## config.mk

```make
export PLATFORM = sky130hd
export DESIGN_NAME = conv_frame_ctrl_flat
export DESIGN_NICKNAME = d
export VERILOG_FILES = /design/src/rtl/conv_pkg.sv /design/src/rtl/conv_frame_ctrl_if.sv /design/src/rtl/conv_frame_ctrl.sv /design/src/flat_wrapper.sv
export SDC_FILE = /design/constraint.sdc
export NUM_CORES = 1
export LEC_CHECK = 0
export BUFFER_PORTS_ARGS = -buffer_cell sky130_fd_sc_hd__buf_2
export CAP_MARGIN = 20
export CORE_MARGIN = 1.5
export CORE_UTILIZATION = 55
export DETAILED_ROUTE_END_ITERATION = 12
export GPL_ROUTABILITY_DRIVEN = 1
export PLACE_DENSITY = 0.75
export REMOVE_ABC_BUFFERS = 1
export SLEW_MARGIN = 20
export SYNTH_ARGS = -nofsm -noshare
export SYNTH_HDL_FRONTEND = slang
export SYNTH_SLANG_ARGS = --single-unit
```

## constraint.sdc

```tcl
create_clock -name clk -period 3.4 [get_ports clk]
set_input_delay 0.34 -clock clk [delete_from_list [all_inputs] [get_ports clk]]
set_output_delay 0.34 -clock clk [all_outputs]
set_load 0.01 [all_outputs]
```

## src/rtl/conv_pkg.sv

```systemverilog
// conv_pkg: shared frame-controller state encoding and default drain length
package conv_pkg;
   localparam int DRAIN_DEFAULT = 4;
   typedef enum logic [2:0] {IDLE, CLEAR, FEED, DRAIN, FINISH, ERR} state_t;
endpackage

```

## src/rtl/conv_frame_ctrl_if.sv

```systemverilog
// conv_frame_ctrl_if: source stream, convolution engine and result-write signals of the frame controller
interface conv_frame_ctrl_if #(
   parameter int WORD_SIZE = 8,
   parameter int ROW_SIZE = 540,
   parameter int NUM_ROWS = 540
);
   import conv_pkg::*;
   localparam int AW = $clog2(ROW_SIZE*NUM_ROWS);
   logic [WORD_SIZE-1:0] src_pixel;
   logic src_valid;
   logic src_ready;
   logic conv_rst;
   logic [WORD_SIZE-1:0] conv_pixel;
   logic [WORD_SIZE-1:0] conv_out;
   logic [1:0] conv_valid;
   logic [WORD_SIZE-1:0] dst_pixel;
   logic [AW-1:0] dst_addr;
   logic dst_valid;
   modport master (
      input src_pixel, src_valid, conv_out, conv_valid,
      output src_ready, conv_rst, conv_pixel, dst_pixel, dst_addr, dst_valid
   );
   modport slave (
      output src_pixel, src_valid, conv_out, conv_valid,
      input src_ready, conv_rst, conv_pixel, dst_pixel, dst_addr, dst_valid
   );
endinterface

```

## src/rtl/conv_frame_ctrl.sv

```systemverilog
// conv_frame_ctrl: feeds one frame into a stall-less convolution engine, flushes its pipeline and writes results
module conv_frame_ctrl
   import conv_pkg::*;
#(
   parameter int WORD_SIZE = 8,
   parameter int ROW_SIZE = 540,
   parameter int NUM_ROWS = 540,
   parameter int DRAIN_CYCLES = DRAIN_DEFAULT
) (
   input logic clk,
   input logic rst,
   input logic start,
   conv_frame_ctrl_if.master bus,
   output logic busy,
   output logic done,
   output logic error
);
   localparam int NPIX = ROW_SIZE*NUM_ROWS;
   localparam int AW = $clog2(NPIX);
   localparam int CW = $clog2(NPIX+1);
   localparam int DW = $clog2(DRAIN_CYCLES+1);
   state_t state, nxt;
   logic [CW-1:0] cnt;
   logic [DW-1:0] dcnt;
   logic [AW-1:0] widx;
   logic accept, last, drained, capture;
   always_comb begin
      accept = state == FEED && bus.src_valid;
      last = accept && cnt == CW'(NPIX-1);
      drained = state == DRAIN && dcnt == DW'(DRAIN_CYCLES-1);
      capture = (state == FEED || state == DRAIN) && bus.conv_valid != '0;
      nxt = state;
      case (state)
         IDLE:    nxt = start ? CLEAR : IDLE;
         CLEAR:   nxt = FEED;
         FEED:    nxt = !bus.src_valid ? ERR : last ? DRAIN : FEED;
         DRAIN:   nxt = drained ? FINISH : DRAIN;
         default: nxt = IDLE;
      endcase
   end
   assign bus.src_ready = state == FEED;
   assign bus.conv_rst = rst || state == CLEAR || state == ERR;
   assign busy = state == CLEAR || state == FEED || state == DRAIN || state == FINISH;
   assign done = state == FINISH;
   always_ff @(posedge clk) begin
      if (rst) begin
         state <= IDLE;
         cnt <= '0;
         dcnt <= '0;
         widx <= '0;
         error <= 1'b0;
         bus.conv_pixel <= '0;
         bus.dst_pixel <= '0;
         bus.dst_addr <= '0;
         bus.dst_valid <= 1'b0;
      end else begin
         state <= nxt;
         bus.dst_valid <= capture;
         dcnt <= state == DRAIN ? dcnt + 1'b1 : '0;
         if (state == CLEAR) begin
            cnt <= '0;
            widx <= '0;
            bus.dst_addr <= '0;
            error <= 1'b0;
         end
         if (accept) begin
            cnt <= cnt + 1'b1;
            bus.conv_pixel <= bus.src_pixel;
         end
         if (state == FEED && !bus.src_valid) error <= 1'b1;
         // zeros flush the engine pipeline once the last real pixel has been presented
         if (state == DRAIN) bus.conv_pixel <= '0;
         if (capture) begin
            bus.dst_pixel <= bus.conv_out;
            bus.dst_addr <= widx;
            widx <= widx == AW'(NPIX-1) ? widx : widx + 1'b1;
         end
      end
   end
endmodule

```

## src/flat_wrapper.sv

```systemverilog
// flat-port wrapper written by rule: the top's interface ports become plain ports
module conv_frame_ctrl_flat import conv_pkg::*;
#(
   parameter int WORD_SIZE = 8,
   parameter int ROW_SIZE = 540,
   parameter int NUM_ROWS = 540,
   parameter int DRAIN_CYCLES = DRAIN_DEFAULT
)
  (clk, rst, start, busy, done, error, bus_src_pixel, bus_src_valid, bus_conv_out, bus_conv_valid, bus_src_ready, bus_conv_rst, bus_conv_pixel, bus_dst_pixel, bus_dst_addr, bus_dst_valid);
  conv_frame_ctrl_if #(.WORD_SIZE(WORD_SIZE), .ROW_SIZE(ROW_SIZE), .NUM_ROWS(NUM_ROWS)) bus_i ();
  input logic clk;
  input logic rst;
  input logic start;
  output logic busy;
  output logic done;
  output logic error;
  input wire logic [$bits(bus_i.src_pixel)-1:0] bus_src_pixel;
  input wire logic [$bits(bus_i.src_valid)-1:0] bus_src_valid;
  input wire logic [$bits(bus_i.conv_out)-1:0] bus_conv_out;
  input wire logic [$bits(bus_i.conv_valid)-1:0] bus_conv_valid;
  output wire logic [$bits(bus_i.src_ready)-1:0] bus_src_ready;
  output wire logic [$bits(bus_i.conv_rst)-1:0] bus_conv_rst;
  output wire logic [$bits(bus_i.conv_pixel)-1:0] bus_conv_pixel;
  output wire logic [$bits(bus_i.dst_pixel)-1:0] bus_dst_pixel;
  output wire logic [$bits(bus_i.dst_addr)-1:0] bus_dst_addr;
  output wire logic [$bits(bus_i.dst_valid)-1:0] bus_dst_valid;
  assign bus_i.src_pixel = bus_src_pixel;
  assign bus_i.src_valid = bus_src_valid;
  assign bus_i.conv_out = bus_conv_out;
  assign bus_i.conv_valid = bus_conv_valid;
  assign bus_src_ready = bus_i.src_ready;
  assign bus_conv_rst = bus_i.conv_rst;
  assign bus_conv_pixel = bus_i.conv_pixel;
  assign bus_dst_pixel = bus_i.dst_pixel;
  assign bus_dst_addr = bus_i.dst_addr;
  assign bus_dst_valid = bus_i.dst_valid;
  conv_frame_ctrl #(.WORD_SIZE(WORD_SIZE), .ROW_SIZE(ROW_SIZE), .NUM_ROWS(NUM_ROWS), .DRAIN_CYCLES(DRAIN_CYCLES)) u_core (.clk(clk), .rst(rst), .start(start), .bus(bus_i), .busy(busy), .done(done), .error(error));
endmodule
```

# ---- Yosys cells after proc, flatten, opt, wreduce, memory -nomap -nowiden
# Cells that the tools add are included.
# W data, S select, Z words.
dict set report op_classes {
  eq_ne 9
  add_sub_neg 3
  bitwise 1
  reduce_logical 20
  mux 12
}
# op n
set ops {}
lappend ops {{$mux W19} 5}
lappend ops {{$add A19 B1 Y19 const B} 2}
lappend ops {{$eq A19 B19 Y1 const B} 2}
lappend ops {{$pmux W3 S4} 1}
lappend ops {{$eq A3 B2 Y1 const B} 3}
lappend ops {{$reduce_bool A2 Y1} 4}
lappend ops {{$eq A3 B3 Y1 const B} 2}
lappend ops {{$logic_or A1 B1 Y1} 6}
lappend ops {{$mux W3} 2}
lappend ops {{$logic_and A1 B1 Y1} 5}
lappend ops {{$mux W1} 4}
lappend ops {{$reduce_or A2 Y1} 2}
lappend ops {{$add A3 B1 Y3 const B} 1}
lappend ops {{$eq A3 B1 Y1 const B} 1}
lappend ops {{$logic_not A3 Y1} 1}
lappend ops {{$ne A2 B2 Y1 const B} 1}
lappend ops {{$reduce_and A2 Y1} 1}
lappend ops {{$logic_not A1 Y1} 1}
lappend ops {{$not A1 Y1} 1}
dict set report totals {
  reg_bits 81
  input_bits 22
  wordCells 54
  out_inout_bits 41
}

# ---- Depth between registers and ports, before layout
# Gate-level depths: netlist (run 1).
dict set report logic_depth {
  word_depth 6
  depth_mapped 7
  depth_no_buf 5
}

# ---- Worst setup path after synthesis (run 1)
# OpenSTA, ideal clock, no wires.
dict set report synth_path {
  path_kind {register to register}
  startpoint {register u_core.state[0]}
  endpoint {register u_core.cnt[17]}
  synth_period_minus_slack_ps 1900
  path_slack_ps 1500
  setup_time_ps 59
  arrival_ps 1840
  t_required_ps 3341
  path_buffers 3
  path_stages_with_launch 8
  path_cell_list {dfxtp_1 buf_6 nand4bb_1 buf_2 or4_4 buf_6 or4_1 nand2_1}
}
dict set report synth_between {
  elab_chain_len 3
  elab_cells_between_ends 5
  cone_classes {eq/ne (2); mux (1); reduce/logical (2)}
}
# element line_no
set synth_lines {}
lappend synth_lines {{start: declaration} conv_frame_ctrl.sv:22} ;# state_t state, nxt;
lappend synth_lines {{start signal: assignment} conv_frame_ctrl.sv:57} ;# state <= nxt;
lappend synth_lines {{$eq A3 B2 Y1} conv_frame_ctrl.sv:28} ;# accept = state == FEED && bus.src_valid;
lappend synth_lines {{$logic_and A1 B1 Y1} conv_frame_ctrl.sv:28}
lappend synth_lines {{$mux W19 or $reduce_bool A2 Y1 (tied branches)} -}
lappend synth_lines {{end signal: assignment} conv_frame_ctrl.sv:67} ;# cnt <= cnt + 1'b1;
lappend synth_lines {{end: declaration} conv_frame_ctrl.sv:23} ;# logic [CW-1:0] cnt;
# Parallel ways exist; a longest one is shown, timed or not.
# A chain may end at the register's enable or synchronous reset.

# ---- Worst setup path in the final report (run 1)
dict set report layout_path {
  startpoint {register u_core.state[0]}
  endpoint {register u_core.bus.dst_addr[16]}
}
dict set report layout_between {
  elab_chain_len 4
  elab_cells_between_ends 7
  cone_classes {eq/ne (3); mux (1); reduce/logical (3)}
}
# element line_no
set layout_lines {}
lappend layout_lines {{$eq A3 B2 Y1} conv_frame_ctrl.sv:31} ;# capture = (state == FEED || state == DRAIN) && bus.conv_valid != '0;
lappend layout_lines {{$logic_or A1 B1 Y1} conv_frame_ctrl.sv:31}
lappend layout_lines {{$logic_and A1 B1 Y1} conv_frame_ctrl.sv:31}
lappend layout_lines {{$mux W19 or $reduce_bool A2 Y1 (tied branches)} -}
lappend layout_lines {{end signal: assignment} conv_frame_ctrl.sv:75} ;# bus.dst_addr <= widx;
lappend layout_lines {{end: declaration} conv_frame_ctrl_if.sv:21} ;# output src_ready, conv_rst, conv_pixel, dst_pixel, dst_addr, dst_valid
# Parallel ways exist; a longest one is shown, timed or not.

==> flow_metrics.tcl, run 1 <==
set metrics [dict create \
    path_class "reg -> reg" \
    max_freq_mhz 438 \
    clockBufferDepth 2 \
    wirelength_mm 7.83 \
    dieWidth_um 83.6 \
    total_power_mw 1.75 \
    post_drt_wl_per_cell_um 14.4 \
    ys_types 48 \
    r2r.worst_path.cells 5 \
    dp_hpwl_mm 5.41 \
    crit_slowest_cell "or3b_2" \
    worstSetupEndpointType "flop" \
    synth-edff-count 0 \
    cp-start-kind "flop" \
    worstReg2RegStart "u_core.state[0]" \
    grt_pass1_wl_mm 13.1 \
    yosys_warnings 0 \
    rr_endpoint "u_core.bus.dst_addr[16]" \
    final_layout_size_suffix_gt1_share_pct 20.3 \
    cp_max_fo 16 \
    clk_pin_slew_ns 0.09 \
    synth_top_cell_by_area "dfxtp_1" \
    grt_pass1_vias 2839 \
    grt_usage_pct 23.0 \
    htree_levels 3 \
    clkLatencyLatePin_ns 0.36 \
    p_per_area_nw_per_um2 429 \
    chipHeight_um 83.6 \
    drt_iter0_drc 143 \
    cts_buffers 9 \
    fin_tns_setup_ns 0 \
    worstSetupEndpoint "u_core.bus.dst_addr[16]" \
    synthArstFlopShare_pct 0 \
    path_buf_inv 1 \
    slowest_delay_ns 0.64 \
    dr.pass1.iters 4 \
    critPathArrivalTime_ns 2.53 \
    min_period_ns 2.28 \
    cts_tree "yes" \
    peakVddDrop_uv 327 \
    io_pins 63 \
    finalWeightedCongestion 0.862 \
    startpoint "u_core.state[0]" \
    cts_sinks 81 \
    worstPathCellList "or3b_2, nand2b_1, nor2_1, buf_4, a22o_1" \
    num_antenna_cells 0 \
    hold_buffers 0 \
    finalCritPeriodShare_pct 67.2 \
    cts_root_buf "clkbuf_8" \
    antenna_found_initial 0 \
    syn2layout_area_growth_pct 14.4 \
    ant_nets 0 \
    yosysMostFrequentCell "dfxtp_1" \
    cts_resized 0 \
    relSlewSlack_pct 58.9 \
    crit_cells 5 \
    cts_post_setup_buffers_inserted 0 \
    clock-skew-final_ns 0.0138 \
    vias 3160 \
    cap_violations 0 \
    hold_viol_final 0 \
    drv_slew 0 \
    gr-total-overflow 0 \
    r2r_setup_slack_ns 1.12 \
    grt_max_degree 36 \
    status "finished, final reports clean" \
    core_area_um2 6310 \
    cp.required_ns 3.65 \
    min_path_type "in -> reg" \
    ys_ff_latch 81 \
    dieArea_um2 6990 \
    rows 29 \
    hold_ws_ns 0.206 \
    fin_nets 489 \
    drc_errors 0 \
    synth.top_cells.by_count "81 x dfxtp_1, 62 x nand2_1, 41 x a21oi_1, 22 x nor2_1, 20 x or3_1" \
    synth_top_cell_area_share_pct 45.4 \
    netlist_instances 409 \
    final-setup-viol-count 0 \
    total_leakage_power_nw 1.54 \
    rsz0062_at_grt "no" \
    via_per_inst 5.80 \
    portBuffers 62 \
    initial_core_util_pct 56.6 \
    synth-seq-area-share_pct 45.4 \
    synth_ff_type "dfxtp_1" \
    worst_pin_slew_ns 0.614 \
    syn_area_per_cell_um2 8.74 \
    crit_family "simple AND/OR/NAND/NOR gates" \
    syn_area_um2 3570 \
    synth_top_cells_by_area "dfxtp_1 45%, nand2_1 6.5%, a21oi_1 5.7%" \
]
[cell families after synthesis]
kind of cell	share of synthesized area (%)
xor gates and xnor gates	0.490
adders and majority gates	1.40
AOI/OAI and AO/OA	16.7
buffers and inverters	4.27
and+or+nand+nor	27.5
DFF	45.4
muxes	4.24
[how the worst min path moves through the flow]
stage                                start  cells after the start  slack, ns                       end
after floorplan             u_core.dcnt[0]                      1       0.40            u_core.dcnt[0]
after global placement      u_core.dcnt[0]                      1       0.42            u_core.dcnt[0]
after detailed placement    u_core.dcnt[0]                      1       0.43            u_core.dcnt[0]
after CTS                 bus_src_pixel[7]                      3       0.20  u_core.bus.conv_pixel[7]
after global routing      bus_src_pixel[0]                      3       0.21  u_core.bus.conv_pixel[0]
final                     bus_src_pixel[0]                      3       0.21  u_core.bus.conv_pixel[0]
[final cells by class]
cell class / count / area (um^2)
clock buffers: 11 / 141
clock inverters: 5 / 40.0
fillers: 550 / 2230
inverters: 9 / 33.8
multi-input cells: 294 / 1800
flip-flops and latches: 81 / 1620
well taps: 77 / 96.3
repair buffers: 68 / 355
[state kept, by name, indices dropped and copies added (netlist names)]
| signal | flops |
|---|---|
| u_core.bus.conv_pixel | 8 |
| u_core.dcnt | 3 |
| u_core.error | 1 |
| u_core.cnt | 19 |
| u_core.bus.dst_valid | 1 |
| u_core.widx | 19 |
| u_core.state | 3 |
| u_core.bus.dst_addr | 19 |
| u_core.bus.dst_pixel | 8 |
[routing by layer]
metal	vias to the layer above	share of wire (%)	global-route usage, %
li1	1598	-	-
met1	1477	48	30.3
met2	71	46	36.4
met3	14	4.1	3.26
met4	0	2.0	13.0
met5	-	0	0
[cells in the final DEF, fill, tap and decap left out, types with 4 or more instances in the layout]
master,instances
a21oi_1,41
clkbuf_8,10
buf_4,6
buf_2,62
o31ai_1,5
a211oi_1,4
or4_1,9
nor3_1,5
a22o_1,19
nand3_1,12
or3_1,20
and3_1,6
nor2_1,22
inv_1,9
o21ai_0,4
ha_1,4
nand2_1,62
or2_2,4
nor4_1,8
nand2b_1,5
nand4_1,7
dfxtp_1,81
mux2i_1,14
o211ai_1,7
[where the power goes]
part | total (mW) | leakage (nW) | internal, mW | switching [mW]
Combinational | 0.132 | 0.807 | 0.0484 | 0.0835
Sequential | 0.969 | 0.653 | 0.958 | 0.0109
Clock | 0.651 | 0.0822 | 0.289 | 0.362
Total | 1.75 | 1.54 | 1.30 | 0.457
[metrics by stage]
step	worst slack, ns	cells	cell area, um^2	util [%]
floorplan	1.15	384	3450	-
global placement	1.10	528	3900	61.8
detailed placement	1.13	529	3910	61.9
CTS	1.13	545	4090	64.7
global route	0.962	545	4090	64.7
finish	1.12	545	4090	64.7
[worst min-delay path, stage by stage]
cell     delay, ns
buf_2         0.09
nand2_1       0.04
a21oi_1       0.05
No activity file was read; power rests on OpenSTA's default activity.
==> run 2, diff against run 1 <==
Clock period 3.4 ns to 2.3 ns, I/O delays scaled along.
==> flow_metrics.tcl, run 2 (synthesis results as in run 1) <==
set metrics [dict create \
    p_per_area_nw_per_um2 672 \
    min_path_type "in -> reg" \
    cp.required_ns 2.54 \
    worstSetupEndpointType "flop" \
    final_cell_mix "81 x dfxtp_1, 62 x nand2_1, 62 x buf_2" \
    total_power_mw 2.81 \
    antenna_found_initial 0 \
    chipHeight_um 83.6 \
    cp-start-kind "flop" \
    vias 3200 \
    post_dp_cell_area_um2 3940 \
    cts_buffers 9 \
    cts_root_buf "clkbuf_8" \
    path_class "reg -> reg" \
    cts_tree "yes" \
    cap_violations 0 \
    path_buf_inv 0 \
    clockBufferDepth 2 \
    cts_resized 0 \
    dr.pass1.iters 4 \
    via_per_inst 5.82 \
    fin_area_um2 4170 \
    fin_nets 494 \
    cts_sinks 81 \
    syn2layout_area_growth_pct 16.8 \
    finalCritPeriodShare_pct 89.4 \
    total_leakage_power_nw 1.59 \
    cp_max_fo 9 \
    critPathArrivalTime_ns 2.30 \
    drc_errors 0 \
    initial_core_util_pct 56.6 \
    final_layout_size_suffix_gt1_share_pct 21.1 \
    grt_usage_pct 23.7 \
    grt_max_degree 39 \
    rsz0062_at_grt "no" \
    crit_family "simple AND/OR/NAND/NOR gates" \
    top_regs "u_core.bus.dst_addr (19), u_core.cnt (19), u_core.widx (19)" \
    relSlewSlack_pct 44.4 \
    grt_pass1_vias 2917 \
    num_antenna_cells 0 \
    dp_hpwl_mm 5.37 \
    max_freq_mhz 486 \
    wirelength_mm 7.91 \
    clkLatencyLatePin_ns 0.35 \
    clk_pin_slew_ns 0.08 \
    grt_pass1_wl_mm 13.6 \
    dieWidth_um 83.6 \
    fin_tns_setup_ns 0 \
    io_pins 63 \
    finalWeightedCongestion 0.822 \
    post_drt_wl_per_cell_um 14.4 \
    drt_iter0_drc 136 \
    clock-skew-final_ns 0.00655 \
    hold_viol_final 0 \
    rows 29 \
    core_area_um2 6310 \
    hold_ws_ns 0.111 \
    postLayoutCoreUtil_pct 66.1 \
    drv_slew 0 \
    ant_nets 0 \
    final_common_cell "dfxtp_1" \
    worst_pin_slew_ns 0.832 \
    peakVddDrop_uv 622 \
    gr-total-overflow 0 \
    crit_slowest_cell "or4_1" \
    dieArea_um2 6990 \
    status "finished, final reports clean" \
    cts_post_setup_buffers_inserted 0 \
    htree_levels 3 \
    portBuffers 62 \
    worstPathCellList "or4_1, nor4_4, a21oi_2, mux2_2" \
    min_period_ns 2.06 \
    slowest_delay_ns 0.59 \
    hold_buffers 0 \
    final-setup-viol-count 0 \
]
==> run 2: area by class of cell <==
cell class | count | area [um^2]
Sequential cell | 81 | 1620
Tap cell | 77 | 96.3
Timing Repair Buffer | 73 | 393
Clock inverter | 4 | 75.1
Multi-Input combinational cell | 294 | 1800
Inverter | 9 | 33.8
Clock buffer | 12 | 155
Fill cell | 553 | 2140
==> run 2: path summary, 6_finish.rpt <==
path | startpoint | endpoint | slack [ns] | cells past startpoint
setup / recovery | u_core.widx[17] | u_core.widx[0] | 0.24 | 4
hold / removal | bus_src_pixel[2] | u_core.bus.conv_pixel[2] | 0.11 | 3
setup reg to reg | u_core.widx[17] | u_core.widx[0] | 0.24 | 4
hold reg to reg | u_core.dcnt[0] | u_core.dcnt[0] | 0.42 | 1
==> run 2: where the power goes <==
group	internal (mW)	total, mW	switching, mW	leakage (nW)
clock network	0.671	1.17	0.496	0.109
logic	0.0788	0.210	0.131	0.832
registers	1.42	1.43	0.0122	0.653
==> run 2: through the flow <==
step	setup WS, ns	cells
4_1_cts	0.253	550
3_3_place_gp	0.323	534
2_1_floorplan	0.0507	384
5_1_grt	0.145	550
3_5_place_dp	0.258	534
6_report	0.243	550
==> run 2: worst min-delay path, stage by stage <==
cell,delay (ns)
buf_2,0.09
nand2_1,0.04
a21oi_1,0.05
==> run 2: per-layer routing <==
| metal | GRT usage [%] | wire length (um) | part of all wire, % | vias to the layer above |
|---|---|---|---|---|
| met4 | 8.79 | 104 | 1.3 | 0 |
| li1 | - | - | - | 1613 |
| met5 | 0 | 0 | 0 | - |
| met2 | 38.9 | 3850 | 49 | 71 |
| met1 | 31.1 | 3650 | 46 | 1508 |
| met3 | 4.45 | 299 | 3.8 | 8 |
==> run 3, diff against run 2 <==
Settings changed: CORE_UTILIZATION 55 to 35, PLACE_DENSITY 0.75 to 0.5, SLEW_MARGIN 20 to unset.
Clock period 2.3 ns to 2.5 ns, I/O delays scaled along.
==> flow_metrics.tcl, run 3 (synthesis results as in run 1) <==
set metrics [dict create \
    status "finished, final reports clean" \
    drv_slew 0 \
    portBuffers 62 \
    finalWeightedCongestion 0.766 \
    critPathArrivalTime_ns 2.38 \
    dieArea_um2 10800 \
    wirelength_mm 8.69 \
    final_cell_mix "81 x dfxtp_1, 62 x nand2_1, 62 x buf_2" \
    clkLatencyLatePin_ns 0.35 \
    ant_nets 0 \
    worst_pin_slew_ns 0.900 \
    hold_viol_final 0 \
    cp-start-kind "flop" \
    cts_tree "yes" \
    max_freq_mhz 475 \
    final_common_cell "dfxtp_1" \
    worstSetupEndpointType "flop" \
    p_per_area_nw_per_um2 593 \
    path_class "reg -> reg" \
    clock-skew-final_ns 0.00698 \
    postLayoutCoreUtil_pct 42.8 \
    cts_buffers 9 \
    stdcell_count 604 \
    cts_root_buf "clkbuf_8" \
    setup_slack_ns 0.394 \
    clockBufferDepth 2 \
    post_drt_wl_per_cell_um 14.4 \
    chipHeight_um 104 \
    total_leakage_power_nw 1.57 \
    min_path_type "in -> reg" \
    clk_pin_slew_ns 0.08 \
    hold_buffers 0 \
    relSlewSlack_pct 39.8 \
    final_layout_size_suffix_gt1_share_pct 20.8 \
    cp.required_ns 2.77 \
    rows 36 \
    hold_start "bus_src_pixel[2]" \
    fill_cells 1036 \
    gr-total-overflow 0 \
    htree_levels 3 \
    worstReg2RegStart "u_core.state[1]" \
    top_regs "u_core.bus.dst_addr (19), u_core.cnt (19), u_core.widx (19)" \
    cp_max_fo 9 \
    grt_pass1_wl_mm 14.6 \
    cts_resized 0 \
    fin_tns_setup_ns 0 \
    via_per_inst 5.22 \
    cts_post_setup_buffers_inserted 0 \
    total_power_mw 2.49 \
    grt_pass1_vias 2911 \
    startpoint "u_core.state[1]" \
    antenna_found_initial 0 \
    rsz0062_at_grt "no" \
    initial_core_util_pct 36.4 \
    num_antenna_cells 0 \
    vias 3151 \
    dp_hpwl_mm 6.18 \
    grt_max_degree 26 \
    worstSetupEndpoint "u_core.widx[4]" \
    peakVddDrop_uv 266 \
    io_pins 63 \
    fin_nets 492 \
    drt_iter0_drc 120 \
    dr.pass1.iters 4 \
    dieWidth_um 104 \
    r2r_setup_slack_ns 0.39 \
    placed_cells 588 \
    cap_violations 0 \
    rr_endpoint "u_core.widx[4]" \
    final-setup-viol-count 0 \
    grt_usage_pct 16.4 \
    drc_errors 0 \
    min_period_ns 2.11 \
    syn2layout_area_growth_pct 17.6 \
    finalCritPeriodShare_pct 84.2 \
    r2r.worst_path.cells 4 \
    cts_sinks 81 \
    pre_cts_slack_ns 0.429 \
    core_area_um2 9820 \
]
[run 3: changes by cell type in the layout (fill, tap and decap cells not counted)]
cell,before,now
bufinv_16,2,1
clkinvlp_4,2,1
clkbuf_8,11,10
inv_6,0,1
buf_4,11,9
clkinv_4,0,2
[run 3: cell type report]
cell class | count | area [um^2] | area share [%]
clock buffers | 11 | 141 | 3.36
clock inverters | 5 | 63.8 | 1.52
inverters | 9 | 33.8 | 0.804
multi-input cells | 294 | 1800 | 42.8
flip-flops and latches | 81 | 1620 | 38.6
well taps | 133 | 166 | 3.96
repair buffers | 71 | 378 | 8.99
[run 3: worst min path at each step]
stage                               endpoint  slack, ns  cells past startpoint
global placement              u_core.dcnt[0]       0.42                      1
floorplan            u_core.bus.dst_pixel[0]       0.32                      1
finish              u_core.bus.conv_pixel[2]       0.13                      3
global route        u_core.bus.conv_pixel[1]       0.12                      3
detailed placement            u_core.dcnt[0]       0.42                      1
CTS                 u_core.bus.conv_pixel[2]       0.11                      3
[run 3: through the flow]
stage,instance area (um^2),hold slack [ns]
after global placement,4000,0.418
final,4200,0.130
after detailed placement,4000,0.423
after floorplan,3450,0.319
after CTS,4200,0.112
after global routing,4200,0.118
[run 3: metal layers]
layer  part of all wire (%)  track usage, %  vias to the layer above
met3                    3.2            3.26                       10
met1                     48            21.9                     1479
met4                    1.2            4.96                        0
met5                      0               0                        -
li1                       -               -                     1606
met2                     47            26.7                       56
[run 3: where the power goes]
group | leakage, nW | internal, mW | total (mW) | switching, mW
logic | 0.821 | 0.0688 | 0.184 | 0.115
clock network | 0.100 | 0.497 | 0.990 | 0.493
registers | 0.653 | 1.30 | 1.32 | 0.0151
[run 3: worst max-delay path: stages, from the launching register on]
cell     delay, ns
dfxtp_1       0.46
nor2b_1       0.53
nand2_1       0.33
or4_1         0.56
a21oi_1       0.14
